### config.mk
export PLATFORM = sky130hd
export DESIGN_NAME = ula_seq
export DESIGN_NICKNAME = d
export VERILOG_FILES = /design/src/rtl/ula_pkg.sv /design/src/rtl/ula_muldiv.sv /design/src/rtl/ula_seq.sv
export SDC_FILE = /design/constraint.sdc
export NUM_CORES = 1
export LEC_CHECK = 0
export ABC_AREA = 1
export BUFFER_PORTS_ARGS = -buffer_cell sky130_fd_sc_hd__buf_2
export CAP_MARGIN = 10
export CORE_MARGIN = 5
export CORE_UTILIZATION = 50
export CTS_CLUSTER_DIAMETER = 60
export DETAILED_ROUTE_END_ITERATION = 16
export PLACE_DENSITY = 0.68
export SLEW_MARGIN = 5
export SYNTH_ARGS = -nofsm -noshare
export SYNTH_HDL_FRONTEND = slang
export SYNTH_SLANG_ARGS = --single-unit
### constraint.sdc
create_clock -name clock -period 2.83 [get_ports clock]
set_input_delay 0.4245 -clock clock [delete_from_list [all_inputs] [get_ports clock]]
set_output_delay 0.4245 -clock clock [all_outputs]
set_load 0.02 [all_outputs]
### src/rtl/ula_pkg.sv
// Shared definitions for the sequential ALU: operation codes and FSM states.
package ula_pkg;

  localparam logic [4:0] OP_ADD  = 5'b00100;
  localparam logic [4:0] OP_SUB  = 5'b00101;
  localparam logic [4:0] OP_MUL  = 5'b00110;
  localparam logic [4:0] OP_DIV  = 5'b00111;
  localparam logic [4:0] OP_AND  = 5'b01000;
  localparam logic [4:0] OP_NAND = 5'b01001;
  localparam logic [4:0] OP_OR   = 5'b01010;
  localparam logic [4:0] OP_XOR  = 5'b01011;
  localparam logic [4:0] OP_CMP  = 5'b01100;
  localparam logic [4:0] OP_NOT  = 5'b01101;

  typedef enum logic [0:0] {
    OCIOSO  = 1'b0,
    CALCULA = 1'b1
  } estado_t;

endpackage

### src/rtl/ula_muldiv.sv
// Shared iterative datapath: LSB-first shift-add multiplier and restoring divider.
// res_lo/res_hi present the value the registers take on the current step.
module ula_muldiv #(
  parameter int LARGURA = 8
) (
  input  logic               clock,
  input  logic               reset,
  input  logic               load,
  input  logic               step,
  input  logic               eh_div,
  input  logic [LARGURA-1:0] op_a,
  input  logic [LARGURA-1:0] op_b,
  output logic               done,
  output logic               div_ativo,
  output logic [LARGURA-1:0] res_lo,
  output logic [LARGURA-1:0] res_hi
);

  localparam int CW = $clog2(LARGURA + 1);
  localparam logic [CW-1:0] CNT_INI = CW'(LARGURA);
  localparam logic [CW-1:0] CNT_UM  = CW'(1);

  logic [LARGURA-1:0] hi_q, hi_d, lo_q, lo_d, b_q, b_d;
  logic [CW-1:0]      cnt_q, cnt_d;
  logic               div_q, div_d;

  logic [LARGURA:0]   soma_s, desloc_s;
  logic [LARGURA-1:0] dif_s, mul_hi_s, mul_lo_s, div_hi_s, div_lo_s;
  logic               cabe_s;

  // One iteration of both algorithms; div_q selects which one is live.
  always_comb begin
    soma_s   = {1'b0, hi_q} + (lo_q[0] ? {1'b0, b_q} : {(LARGURA+1){1'b0}});
    mul_hi_s = soma_s[LARGURA:1];
    mul_lo_s = {soma_s[0], lo_q[LARGURA-1:1]};
    desloc_s = {hi_q, lo_q[LARGURA-1]};
    cabe_s   = (desloc_s >= {1'b0, b_q});
    dif_s    = desloc_s[LARGURA-1:0] - b_q;
    div_hi_s = cabe_s ? dif_s : desloc_s[LARGURA-1:0];
    div_lo_s = {lo_q[LARGURA-2:0], cabe_s};
    if (div_q) begin
      res_hi = div_hi_s;
      res_lo = div_lo_s;
    end else begin
      res_hi = mul_hi_s;
      res_lo = mul_lo_s;
    end
  end

  // Next-state for operand, partial-result and iteration counter registers.
  always_comb begin
    hi_d  = hi_q;
    lo_d  = lo_q;
    b_d   = b_q;
    cnt_d = cnt_q;
    div_d = div_q;
    if (load) begin
      hi_d  = {LARGURA{1'b0}};
      lo_d  = op_a;
      b_d   = op_b;
      cnt_d = CNT_INI;
      div_d = eh_div;
    end else if (step) begin
      hi_d  = res_hi;
      lo_d  = res_lo;
      cnt_d = cnt_q - CNT_UM;
    end else begin
      cnt_d = cnt_q;
    end
  end

  // Datapath registers.
  always_ff @(posedge clock) begin
    if (reset) begin
      hi_q  <= {LARGURA{1'b0}};
      lo_q  <= {LARGURA{1'b0}};
      b_q   <= {LARGURA{1'b0}};
      cnt_q <= {CW{1'b0}};
      div_q <= 1'b0;
    end else begin
      hi_q  <= hi_d;
      lo_q  <= lo_d;
      b_q   <= b_d;
      cnt_q <= cnt_d;
      div_q <= div_d;
    end
  end

  assign done      = (cnt_q == CNT_UM);
  assign div_ativo = div_q;

endmodule

### src/rtl/ula_seq.sv
// Handshaked ALU: single-cycle logic/arith ops, iterative MUL/DIV, registered
// results and flags that hold until the next pronto pulse.
module ula_seq
  import ula_pkg::*;
#(
  parameter int LARGURA = 8
) (
  input  logic               clock,
  input  logic               reset,
  input  logic               inicio,
  input  logic [4:0]         seletor,
  input  logic [LARGURA-1:0] temp1,
  input  logic [LARGURA-1:0] temp2,
  output logic [LARGURA-1:0] saida,
  output logic [LARGURA-1:0] saida_alta,
  output logic               carryOut,
  output logic               zero,
  output logic               negativo,
  output logic               div_zero,
  output logic               op_invalida,
  output logic               ocupado,
  output logic               pronto
);

  localparam logic [LARGURA-1:0] VAL_UM = {{(LARGURA-1){1'b0}}, 1'b1};

  estado_t estado_q, estado_d;
  logic [LARGURA-1:0] saida_q, saida_d, alta_q, alta_d;
  logic carry_q, carry_d, zero_q, zero_d, neg_q, neg_d;
  logic dz_q, dz_d, inv_q, inv_d, pronto_q, pronto_d;

  logic               load_s, step_s, done_s, div_ativo_s, fim_s;
  logic [LARGURA-1:0] md_lo_s, md_hi_s, r_lo_s, r_hi_s;
  logic               r_c_s, r_dz_s, r_inv_s;

  ula_muldiv #(.LARGURA(LARGURA)) u_muldiv (
    .clock     (clock),
    .reset     (reset),
    .load      (load_s),
    .step      (step_s),
    .eh_div    (seletor == OP_DIV),
    .op_a      (temp1),
    .op_b      (temp2),
    .done      (done_s),
    .div_ativo (div_ativo_s),
    .res_lo    (md_lo_s),
    .res_hi    (md_hi_s)
  );

  // FSM next state plus the result that completes on this cycle, if any.
  always_comb begin
    estado_d = estado_q;
    load_s   = 1'b0;
    step_s   = 1'b0;
    fim_s    = 1'b0;
    r_lo_s   = {LARGURA{1'b0}};
    r_hi_s   = {LARGURA{1'b0}};
    r_c_s    = 1'b0;
    r_dz_s   = 1'b0;
    r_inv_s  = 1'b0;
    case (estado_q)
      OCIOSO: begin
        if (inicio) begin
          fim_s = 1'b1;
          case (seletor)
            OP_ADD:  {r_c_s, r_lo_s} = {1'b0, temp1} + {1'b0, temp2};
            OP_SUB: begin
              r_lo_s = temp1 - temp2;
              r_c_s  = (temp1 < temp2);
            end
            OP_MUL: begin
              fim_s    = 1'b0;
              load_s   = 1'b1;
              estado_d = CALCULA;
            end
            OP_DIV: begin
              if (temp2 == {LARGURA{1'b0}}) begin
                r_lo_s = {LARGURA{1'b1}};
                r_hi_s = temp1;
                r_dz_s = 1'b1;
              end else begin
                fim_s    = 1'b0;
                load_s   = 1'b1;
                estado_d = CALCULA;
              end
            end
            OP_AND:  r_lo_s = temp1 & temp2;
            OP_NAND: r_lo_s = ~(temp1 & temp2);
            OP_OR:   r_lo_s = temp1 | temp2;
            OP_XOR:  r_lo_s = temp1 ^ temp2;
            OP_CMP: begin
              if (temp1 > temp2) begin
                r_lo_s = VAL_UM;
              end else if (temp1 < temp2) begin
                r_lo_s = {LARGURA{1'b1}};
              end else begin
                r_lo_s = {LARGURA{1'b0}};
              end
            end
            OP_NOT:  r_lo_s = ~temp1;
            default: r_inv_s = 1'b1;
          endcase
        end else begin
          fim_s = 1'b0;
        end
      end
      CALCULA: begin
        step_s = 1'b1;
        if (done_s) begin
          fim_s    = 1'b1;
          estado_d = OCIOSO;
          r_lo_s   = md_lo_s;
          r_hi_s   = md_hi_s;
          r_c_s    = div_ativo_s ? 1'b0 : (md_hi_s != {LARGURA{1'b0}});
        end else begin
          estado_d = CALCULA;
        end
      end
      default: estado_d = OCIOSO;
    endcase
  end

  // Result registers only move when an operation completes.
  always_comb begin
    pronto_d = fim_s;
    if (fim_s) begin
      saida_d = r_lo_s;
      alta_d  = r_hi_s;
      carry_d = r_c_s;
      zero_d  = (r_lo_s == {LARGURA{1'b0}});
      neg_d   = r_lo_s[LARGURA-1];
      dz_d    = r_dz_s;
      inv_d   = r_inv_s;
    end else begin
      saida_d = saida_q;
      alta_d  = alta_q;
      carry_d = carry_q;
      zero_d  = zero_q;
      neg_d   = neg_q;
      dz_d    = dz_q;
      inv_d   = inv_q;
    end
  end

  // State and output registers.
  always_ff @(posedge clock) begin
    if (reset) begin
      estado_q <= OCIOSO;
      saida_q  <= {LARGURA{1'b0}};
      alta_q   <= {LARGURA{1'b0}};
      carry_q  <= 1'b0;
      zero_q   <= 1'b1;
      neg_q    <= 1'b0;
      dz_q     <= 1'b0;
      inv_q    <= 1'b0;
      pronto_q <= 1'b0;
    end else begin
      estado_q <= estado_d;
      saida_q  <= saida_d;
      alta_q   <= alta_d;
      carry_q  <= carry_d;
      zero_q   <= zero_d;
      neg_q    <= neg_d;
      dz_q     <= dz_d;
      inv_q    <= inv_d;
      pronto_q <= pronto_d;
    end
  end

  assign saida       = saida_q;
  assign saida_alta  = alta_q;
  assign carryOut    = carry_q;
  assign zero        = zero_q;
  assign negativo    = neg_q;
  assign div_zero    = dz_q;
  assign op_invalida = inv_q;
  assign pronto      = pronto_q;
  assign ocupado     = (estado_q == CALCULA);

endmodule
==> metrics, run 1 <==
P&R area growth vs syn 8.68%; Clock Skew 0.0224 ns; Arrival @ worst endpoint 2.78 ns; final hold vios 0; PortBufs 46; Starting Density 0.517; kind of critical path register to register; area post-placement 5130 µm²; Slew Limit Fails 0; Root Buffer clkbuf_8; crit end category register; Pleak 2.76 nW; Rows 35; die width 108 µm; Post-synth EDFFs 0; initial drt markers 580; final setup violating endpoints 0; Util after Layout 0.562; status completed; share of post-route cells with drive strength above 1 0.130; die span in y 108 µm; antenna violations before repair 0; area of the die 11700 µm²; Power Density 308 nW/µm²; YS warnings 0; Synth area leader dfxtp_1; # diodes 0; cell area after layout 5220 µm²; Routed Wire Length 15600 µm; Final #Nets 898; Hold-fix buffers, CTS 0; Slew headroom 0.579; Slew @ Worst Pin 0.629 ns; Ports 47; main flop type after synthesis dfxtp_1; DP HPWL 12600 µm; CTS tree yes; # fillers 967; setup tns final 0 ns; largest net degree at the start of global routing 27; first-pass GRT wire length 25100 µm; critical path peak fanout 7; fin crit share 0.917; syn avg cell area 6.08 µm²; H-tree levels 2; Max IR drop VDD 0.000230 V; Syn Inst Count 790; synth top area cells dfxtp_1 (21%), nand2_1 (17%), ha_1 (11%); Distinct cells, synth 42; most frequent cells in the layout nand2_1 (213), inv_1 (107), nor2_1 (73); global route overflow 0; DRC viols 0; Post-Syn Area 4800 µm²; nature of the critical path startpoint register; Yosys top cell area share 0.213; Worst EP required 3.01 ns; via count 5273; RSZ-0062 raised after global routing false; setup ws final 0.234 ns; Skew-Pair Late Insertion Delay 0.31 ns; routed vias/inst 5.50; total track usage 0.272; pre-CTS setup slack 0.131 ns; drt first pass iters 5; WL per Instance 16.3 µm; Core Area 9280 µm²; Max-Cap Viols 0; post-synthesis sequential area ratio 0.213; Tmin final 2.60 ns; FMAX 385 MHz; vias in the first global route 5066; post-route ant nets 0; post-CTS setup buffer count 0; Placer Congestion 0.950; clk buf depth 2; CTS Sinks 51; Synth async-reset ratio 0; flops & latches, synth 51; Mapped Nets 860; clock slew at reported path FFs 0.11 ns; Hold Crit Class input pin to register; Num CTS Buffers 5; most common library cell in the layout ignoring fill and taps nand2_1
## repair_timing
item / in CTS / in global routing
endpoints found under the setup margin: 0 / 1
endpoints found under the hold margin: 0 / 0
gates resized for setup: 0 / 1
## synthesized netlist by cell type (5+ instances only)
| cell | count |
|---|---|
| o21ai_0 | 28 |
| nor3_1 | 6 |
| a21oi_1 | 59 |
| nor2_2 | 6 |
| or2_2 | 5 |
| o21ai_1 | 27 |
| inv_2 | 16 |
| dfxtp_1 | 51 |
| inv_1 | 107 |
| nand4_1 | 23 |
| nor2_1 | 73 |
| ha_1 | 42 |
| o22ai_1 | 5 |
| nand2_1 | 213 |
| buf_2 | 7 |
| clkbuf_1 | 9 |
| nand3_1 | 59 |
## kinds of logic (layout without fill, tap and decap cells)
logic type | after synthesis | in the layout | share of synthesized area
simple gates | 408 | 408 | 0.379
xor+xnor | 4 | 4 | 0.00730
flops | 51 | 51 | 0.213
compound gates | 132 | 132 | 0.147
mux | 2 | 2 | 0.00417
buf+inv | 147 | 186 | 0.124
fa+ha+maj | 46 | 46 | 0.126
## path summary, 6_finish.rpt
path	slack [ns]	from	cells after the start	endpoint
worst max-delay path	0.23	u_muldiv.hi_q[1]	13	carryOut
worst min-delay path	0.43	reset	2	op_invalida
worst max register to register	0.23	u_muldiv.hi_q[1]	13	carryOut
worst min register to register	0.48	u_muldiv.cnt_q[2]	2	u_muldiv.cnt_q[2]
## critical path: stages, from the launching register on
cell and delay [ns]:
dfxtp_1 0.52, ha_1 0.36, nand2_1 0.11, nor2_1 0.06, nand2_1 0.05, nor2_1 0.04
nor2_1 0.48, nand3_1 0.14, nand3_1 0.15, nand2_1 0.11, nor2_1 0.11, nand2_1 0.06
o21ai_1 0.17, a21oi_1 0.10
## per-layer routing
metal  GRT usage  up-vias  share of wire
li1            -     2625              -
met1       0.333     2416           0.43
met2       0.477      184           0.48
met3      0.0346       48          0.048
met4       0.115        0          0.044
met5           0        -              0
## power breakdown
| part | internal, mW | total (mW) | switching, mW | leakage [nW] |
|---|---|---|---|---|
| sequential | 0.732 | 0.741 | 0.00965 | 0.413 |
| combinational | 0.133 | 0.429 | 0.296 | 2.30 |
| clock | 0.178 | 0.434 | 0.255 | 0.0418 |
## cell type report
type / count / area [µm²] / area share
clock inverter: 2 / 16.3 / 0.00312
inverter: 124 / 470 / 0.0902
sequential: 51 / 1020 / 0.196
clock buffer: 6 / 72.6 / 0.0139
multi-input combinational: 592 / 3180 / 0.610
tap: 129 / 161 / 0.0309
timing repair buffer: 54 / 290 / 0.0556
## flip-flops by register name, indices dropped and copies added, names as in the netlist, 4 cells and up
name            flops
u_muldiv.lo_q       8
u_muldiv.b_q        8
saida               8
u_muldiv.cnt_q      4
saida_alta          8
u_muldiv.hi_q       8
## through the flow
| step | hold slack, ns | instances | power (mW) |
|---|---|---|---|
| 2_1_floorplan | 0.440 | 790 | 1.05 |
| 3_3_place_gp | 0.449 | 950 | 1.17 |
| 3_5_place_dp | 0.460 | 950 | 1.18 |
| 4_1_cts | 0.442 | 958 | 1.60 |
| 5_1_grt | 0.457 | 958 | 1.68 |
| 6_report | 0.434 | 958 | 1.60 |
No activity file was read; power rests on OpenSTA's default activity.
==> run 2, diff against run 1 <==
--- a/config.mk
+++ b/config.mk
@@ -6,7 +6,7 @@
 export NUM_CORES = 1
 export LEC_CHECK = 0
 export ABC_AREA = 1
-export BUFFER_PORTS_ARGS = -buffer_cell sky130_fd_sc_hd__buf_2
+export BUFFER_PORTS_ARGS = -buffer_cell sky130_fd_sc_hd__clkbuf_2
 export CAP_MARGIN = 10
 export CORE_MARGIN = 5
 export CORE_UTILIZATION = 50
==> metrics, run 2 (synthesized netlist as in run 1, its figures left out) <==
Hold Path Stages 3 (was 2); Hold Crit Class input pin to register (unchanged); post-CTS setup buffer count 0 (unchanged); share of post-route cells with drive strength above 1 0.130 (about the same); vias in the first global route 5166 (was 5066); Clock Skew 0.0147 ns (was 0.0224 ns); worst hold endpoint u_muldiv.lo_q[0] (was op_invalida); die span in y 108 µm (unchanged); kind of critical path register to register (unchanged); Core Area 9280 µm² (unchanged); drt first pass iters 6 (was 5); hold path startpoint temp1[0] (was reset); CP max stage cell fa_1 (was dfxtp_1); die width 108 µm (unchanged); via count 5265 (was 5273); Skew-Pair Late Insertion Delay 0.32 ns (was 0.31 ns); Power Density 314 nW/µm² (was 308 nW/µm²); R2R depth 14 (was 13); Tmin final 2.60 ns (about the same); initial drt markers 497 (was 580); Critical R2R Capture carryOut (unchanged); slowest stage delay, CP 0.46 ns (was 0.52 ns); met3 usage 0.0412 (was 0.0346); clock slew at reported path FFs 0.10 ns (was 0.11 ns); pre-CTS setup slack 0.140 ns (was 0.131 ns); Pleak 2.74 nW (was 2.76 nW); WL per Instance 16.3 µm (about the same); Max-Cap Viols 0 (unchanged); GR met1 Demand/Resource 0.339 (was 0.333); Slew headroom 0.560 (was 0.579); PortBufs 46 (unchanged); first-pass GRT wire length 25400 µm (was 25100 µm); Placer Congestion 0.943 (was 0.950); nature of the critical path startpoint register (unchanged); setup tns final 0 ns (unchanged); CP Buf/Inv Count 1 (was 0); status completed (unchanged); Arrival @ worst endpoint 2.80 ns (was 2.78 ns); clk buf depth 2 (unchanged); Num CTS Buffers 5 (unchanged); delay-heaviest family, CP simple AND/OR/NAND/NOR gates (unchanged); routed vias/inst 5.50 (about the same); area of the die 11700 µm² (unchanged); CTS tree yes (unchanged); Root Buffer clkbuf_8 (unchanged); Slew Limit Fails 0 (unchanged); # fillers 1028 (was 967); DP HPWL 12600 µm (about the same); antenna violations before repair 0 (unchanged); final hold vios 0 (unchanged); Ports 47 (unchanged); # diodes 0 (unchanged); H-tree levels 2 (unchanged); DRC viols 0 (unchanged); P&R area growth vs syn 8.71% (was 8.68%); multi-input logic area 3180 µm² (unchanged); fin crit share 0.918 (was 0.917); global route overflow 0 (unchanged); RSZ-0062 raised after global routing false (unchanged); most frequent cells in the layout nand2_1 (213), inv_1 (107), nor2_1 (73) (unchanged); Routed Wire Length 15600 µm (about the same); Rows 35 (unchanged); flop-to-flop setup slack 0.23 ns (about the same); FMAX 385 MHz (about the same); Final #Nets 897 (was 898); final setup violating endpoints 0 (unchanged); Worst EP required 3.03 ns (was 3.01 ns); total track usage 0.276 (was 0.272); Slew @ Worst Pin 0.658 ns (was 0.629 ns); crit end category register (unchanged); CTS Sinks 51 (unchanged); GR Util met2 0.484 (was 0.477); largest net degree at the start of global routing 26 (was 27); hold slack 0.430 ns (was 0.434 ns); Max IR drop VDD 0.000215 V (was 0.000230 V); Hold-fix buffers, CTS 0 (unchanged); Starting Density 0.517 (unchanged); Register Area 1020 µm² (unchanged); R2R Path Start u_muldiv.lo_q[0] (was u_muldiv.hi_q[1]); most common library cell in the layout ignoring fill and taps nand2_1 (unchanged); worst path cell trace nand2_1 -> inv_1 -> ha_1 -> fa_1 -> nand2_1 -> a21oi_1 -> or2_1 -> or2_2 -> nand2_1 -> nand3_1 -> nor2_1 -> nand2_1 -> o21ai_1 -> a21oi_1 (was ha_1 -> nand2_1 -> nor2_1 -> nand2_1 -> nor2_1 -> nor2_1 -> nand3_1 -> nand3_1 -> nand2_1 -> nor2_1 -> nand2_1 -> o21ai_1 -> a21oi_1); CP dominant cell by count nand2_1; critical path peak fanout 10 (was 7); grt peak-use layer met2 (unchanged); post-route ant nets 0 (unchanged); setup ws final 0.231 ns (was 0.234 ns)
==> run 2: power breakdown <==
group          internal (mW)  switching, mW
clock network          0.184          0.287
logic                  0.132          0.293
registers              0.732        0.00984
==> run 2: what timing repair did <==
action / CTS / global route
gates resized for setup: 0 / 1
setup endpoints to repair: 0 / 1
hold endpoints to repair: 0 / 0
==> run 2: final cells by class <==
cell class              instances  area share
flip-flops and latches         51       0.196
inverters                     124      0.0902
clock inverters                 3     0.00552
clock buffers                   5      0.0132
multi-input cells             592       0.610
repair buffers                 53      0.0542
well taps                     129      0.0309
==> run 2: how the worst max path moves through the flow <==
stage	cells past startpoint	slack [ns]	endpoint	startpoint
floorplan	15	0.48	carryOut	u_muldiv.lo_q[0]
global placement	16	0.19	saida[7]	temp1[0]
detailed placement	16	0.14	saida[7]	temp1[0]
CTS	14	0.21	carryOut	u_muldiv.lo_q[0]
global route	14	0.06	carryOut	u_muldiv.lo_q[0]
finish	14	0.23	carryOut	u_muldiv.lo_q[0]
==> run 2: routing by layer <==
metal | share of wire | wire (µm)
met5 | 0 | 0
met2 | 0.48 | 7570
met4 | 0.038 | 597
met1 | 0.41 | 6470
met3 | 0.063 | 981
==> run 2: through the flow <==
stage | total power, mW | std cells | instance area [µm²] | utilization
after floorplan | 1.05 | 790 | 4800 | -
after global placement | 1.17 | 949 | 5120 | 0.551
after detailed placement | 1.18 | 949 | 5120 | 0.551
after CTS | 1.64 | 957 | 5220 | 0.562
after global routing | 1.72 | 957 | 5220 | 0.562
final | 1.64 | 957 | 5220 | 0.562
==> run 2: worst reg2reg max path, cell delays in order, from the launching register on <==
cell,delay [ns]
dfxtp_2,0.39
nand2_1,0.07
inv_1,0.04
ha_1,0.21
fa_1,0.46
nand2_1,0.10
a21oi_1,0.05
or2_1,0.25
or2_2,0.28
nand2_1,0.07
nand3_1,0.11
nor2_1,0.13
nand2_1,0.06
o21ai_1,0.17
a21oi_1,0.09
==> run 3, diff against run 2 <==
--- a/config.mk
+++ b/config.mk
@@ -8,12 +8,15 @@
 export ABC_AREA = 1
 export BUFFER_PORTS_ARGS = -buffer_cell sky130_fd_sc_hd__clkbuf_2
 export CAP_MARGIN = 10
+export CELL_PAD_IN_SITES_DETAIL_PLACEMENT = 1
+export CELL_PAD_IN_SITES_GLOBAL_PLACEMENT = 1
 export CORE_MARGIN = 5
-export CORE_UTILIZATION = 50
+export CORE_UTILIZATION = 42
 export CTS_CLUSTER_DIAMETER = 60
 export DETAILED_ROUTE_END_ITERATION = 16
-export PLACE_DENSITY = 0.68
+export PLACE_DENSITY = 0.8
 export SLEW_MARGIN = 5
 export SYNTH_ARGS = -nofsm -noshare
 export SYNTH_HDL_FRONTEND = slang
 export SYNTH_SLANG_ARGS = --single-unit
+export TNS_END_PERCENT = 20
==> metrics, run 3 (synthesized netlist as in run 1, its figures left out) <==
status completed (unchanged); Starting Density 0.424 (was 0.517); DP HPWL 14300 µm (was 12600 µm); first-pass GRT wire length 28100 µm (was 25400 µm); Ports 47 (unchanged); critical path peak fanout 10 (unchanged); global route overflow 0 (unchanged); die span in y 117 µm (was 108 µm); CTS tree yes (unchanged); Skew-Pair Late Insertion Delay 0.30 ns (was 0.32 ns); die width 117 µm (was 108 µm); met3 usage 0.0350 (was 0.0412); routed vias/inst 5.44 (was 5.50); crit end category register (unchanged); share of post-route cells with drive strength above 1 0.131 (was 0.130); largest net degree at the start of global routing 28 (was 26); Clock Skew 0.0118 ns (was 0.0147 ns); CTS Sinks 51 (unchanged); Placer Congestion 0.952 (was 0.943); Max IR drop VDD 0.000250 V (was 0.000215 V); post-route ant nets 0 (unchanged); GR Util met2 0.466 (was 0.484); final setup violating endpoints 0 (unchanged); post-CTS setup buffer count 0 (unchanged); setup tns final 0 ns (unchanged); nature of the critical path startpoint register (unchanged); setup ws final 0.142 ns (was 0.231 ns); Rows 39 (was 35); Routed Wire Length 17400 µm (was 15600 µm); worst hold endpoint u_muldiv.b_q[0] (was u_muldiv.lo_q[0]); clock slew at reported path FFs 0.08 ns (was 0.10 ns); Worst EP required 3.00 ns (was 3.03 ns); drt first pass iters 5 (was 6); Slew headroom 0.681 (was 0.560); Core Area 11300 µm² (was 9280 µm²); most frequent cells in the layout nand2_1 (213), inv_1 (107), nor2_1 (73) (unchanged); Critical R2R Capture carryOut (unchanged); Hold-fix buffers, CTS 0 (unchanged); via count 5288 (was 5265); Num CTS Buffers 5 (unchanged); Pleak 2.77 nW (was 2.74 nW); R2R depth 14 (unchanged); FMAX 372 MHz (was 385 MHz); total power 1.82 mW (was 1.64 mW); # diodes 0 (unchanged); grt peak-use layer met2 (unchanged); DRC viols 0 (unchanged); kind of critical path register to register (unchanged); final hold vios 0 (unchanged); clk buf depth 2 (unchanged); initial drt markers 351 (was 497); antenna violations before repair 0 (unchanged); PortBufs 46 (unchanged); WL per Instance 17.9 µm (was 16.3 µm); fin crit share 0.950 (was 0.918); Hold Path Stages 3 (unchanged); Slew Limit Fails 0 (unchanged); pre-CTS setup slack 0.174 ns (was 0.140 ns); hold path startpoint temp2[0] (was temp1[0]); Max-Cap Viols 0 (unchanged); flop-to-flop setup slack 0.14 ns (was 0.23 ns); Root Buffer clkbuf_16 (was clkbuf_8); area of the die 13700 µm² (was 11700 µm²); Tmin final 2.69 ns (was 2.60 ns); most common library cell in the layout ignoring fill and taps nand2_1 (unchanged); Hold Crit Class input pin to register (unchanged); total track usage 0.264 (was 0.276); RSZ-0062 raised after global routing false (unchanged); Arrival @ worst endpoint 2.86 ns (was 2.80 ns); Final #Nets 898 (was 897); GR met1 Demand/Resource 0.322 (was 0.339); R2R Path Start u_muldiv.lo_q[0] (unchanged); vias in the first global route 5520 (was 5166); P&R area growth vs syn 10.4% (was 8.71%); Power Density 344 nW/µm² (was 314 nW/µm²); Slew @ Worst Pin 0.477 ns (was 0.658 ns); H-tree levels 2 (unchanged)
[run 3: changes by cell type in the layout (fill, tap and decap cells not counted), sizes merged]
| cell | delta |
|---|---|
| buf | +1 |
| clkinv | -1 |
| clkinvlp | +1 |
[run 3: per-layer routing]
| metal | vias up | wire length, µm |
|---|---|---|
| met5 | - | 0 |
| met4 | 0 | 648 |
| met3 | 45 | 528 |
| met2 | 114 | 8680 |
| met1 | 2509 | 7550 |
| li1 | 2620 | - |
[run 3: critical path: stages, from the launching register on]
cell and delay (ns):
dfxtp_2 0.39, nand2_1 0.08, inv_1 0.04, ha_1 0.22, fa_1 0.44, nand2_1 0.09
a21oi_1 0.05, or2_1 0.24, or2_2 0.28, nand2_1 0.07, nand3_1 0.10, nor2_1 0.12
nand2_1 0.06, o21ai_1 0.25, a21oi_1 0.12
[run 3: worst max path at each step]
stage               endpoint              from  cells past startpoint
floorplan           carryOut  u_muldiv.lo_q[0]                     15
global placement    carryOut  u_muldiv.lo_q[0]                     14
detailed placement  carryOut  u_muldiv.lo_q[0]                     14
CTS                 carryOut  u_muldiv.lo_q[0]                     14
global route        carryOut  u_muldiv.lo_q[0]                     14
finish              carryOut  u_muldiv.lo_q[0]                     14
[run 3: cell type report]
cell class	count	area, µm²
fillers	1599	6020
repair buffers	54	290
inverters	124	470
flip-flops and latches	51	1020
clock buffers	5	125
well taps	143	179
clock inverters	3	27.5
multi-input cells	592	3180
[run 3: power by group]
part           internal, mW  switching (mW)  total [mW]
Combinational         0.139           0.310       0.449
Sequential            0.732         0.00998       0.742
Clock                 0.336           0.298       0.634
Total                  1.21           0.618        1.82
[run 3: what timing repair did]
item | CTS | global route
hold endpoints to repair | 0 | 0
resized for setup | 0 | 1
setup endpoints to repair | 0 | 1
[run 3: metrics by stage]
| step | hold WS, ns | instances | utilization | instance area (µm²) |
|---|---|---|---|---|
| 2_1_floorplan | 0.440 | 790 | - | 4800 |
| 3_3_place_gp | 0.450 | 964 | 0.454 | 5140 |
| 3_5_place_dp | 0.462 | 964 | 0.454 | 5140 |
| 4_1_cts | 0.447 | 972 | 0.468 | 5300 |
| 5_1_grt | 0.469 | 972 | 0.468 | 5300 |
| 6_report | 0.451 | 972 | 0.468 | 5300 |
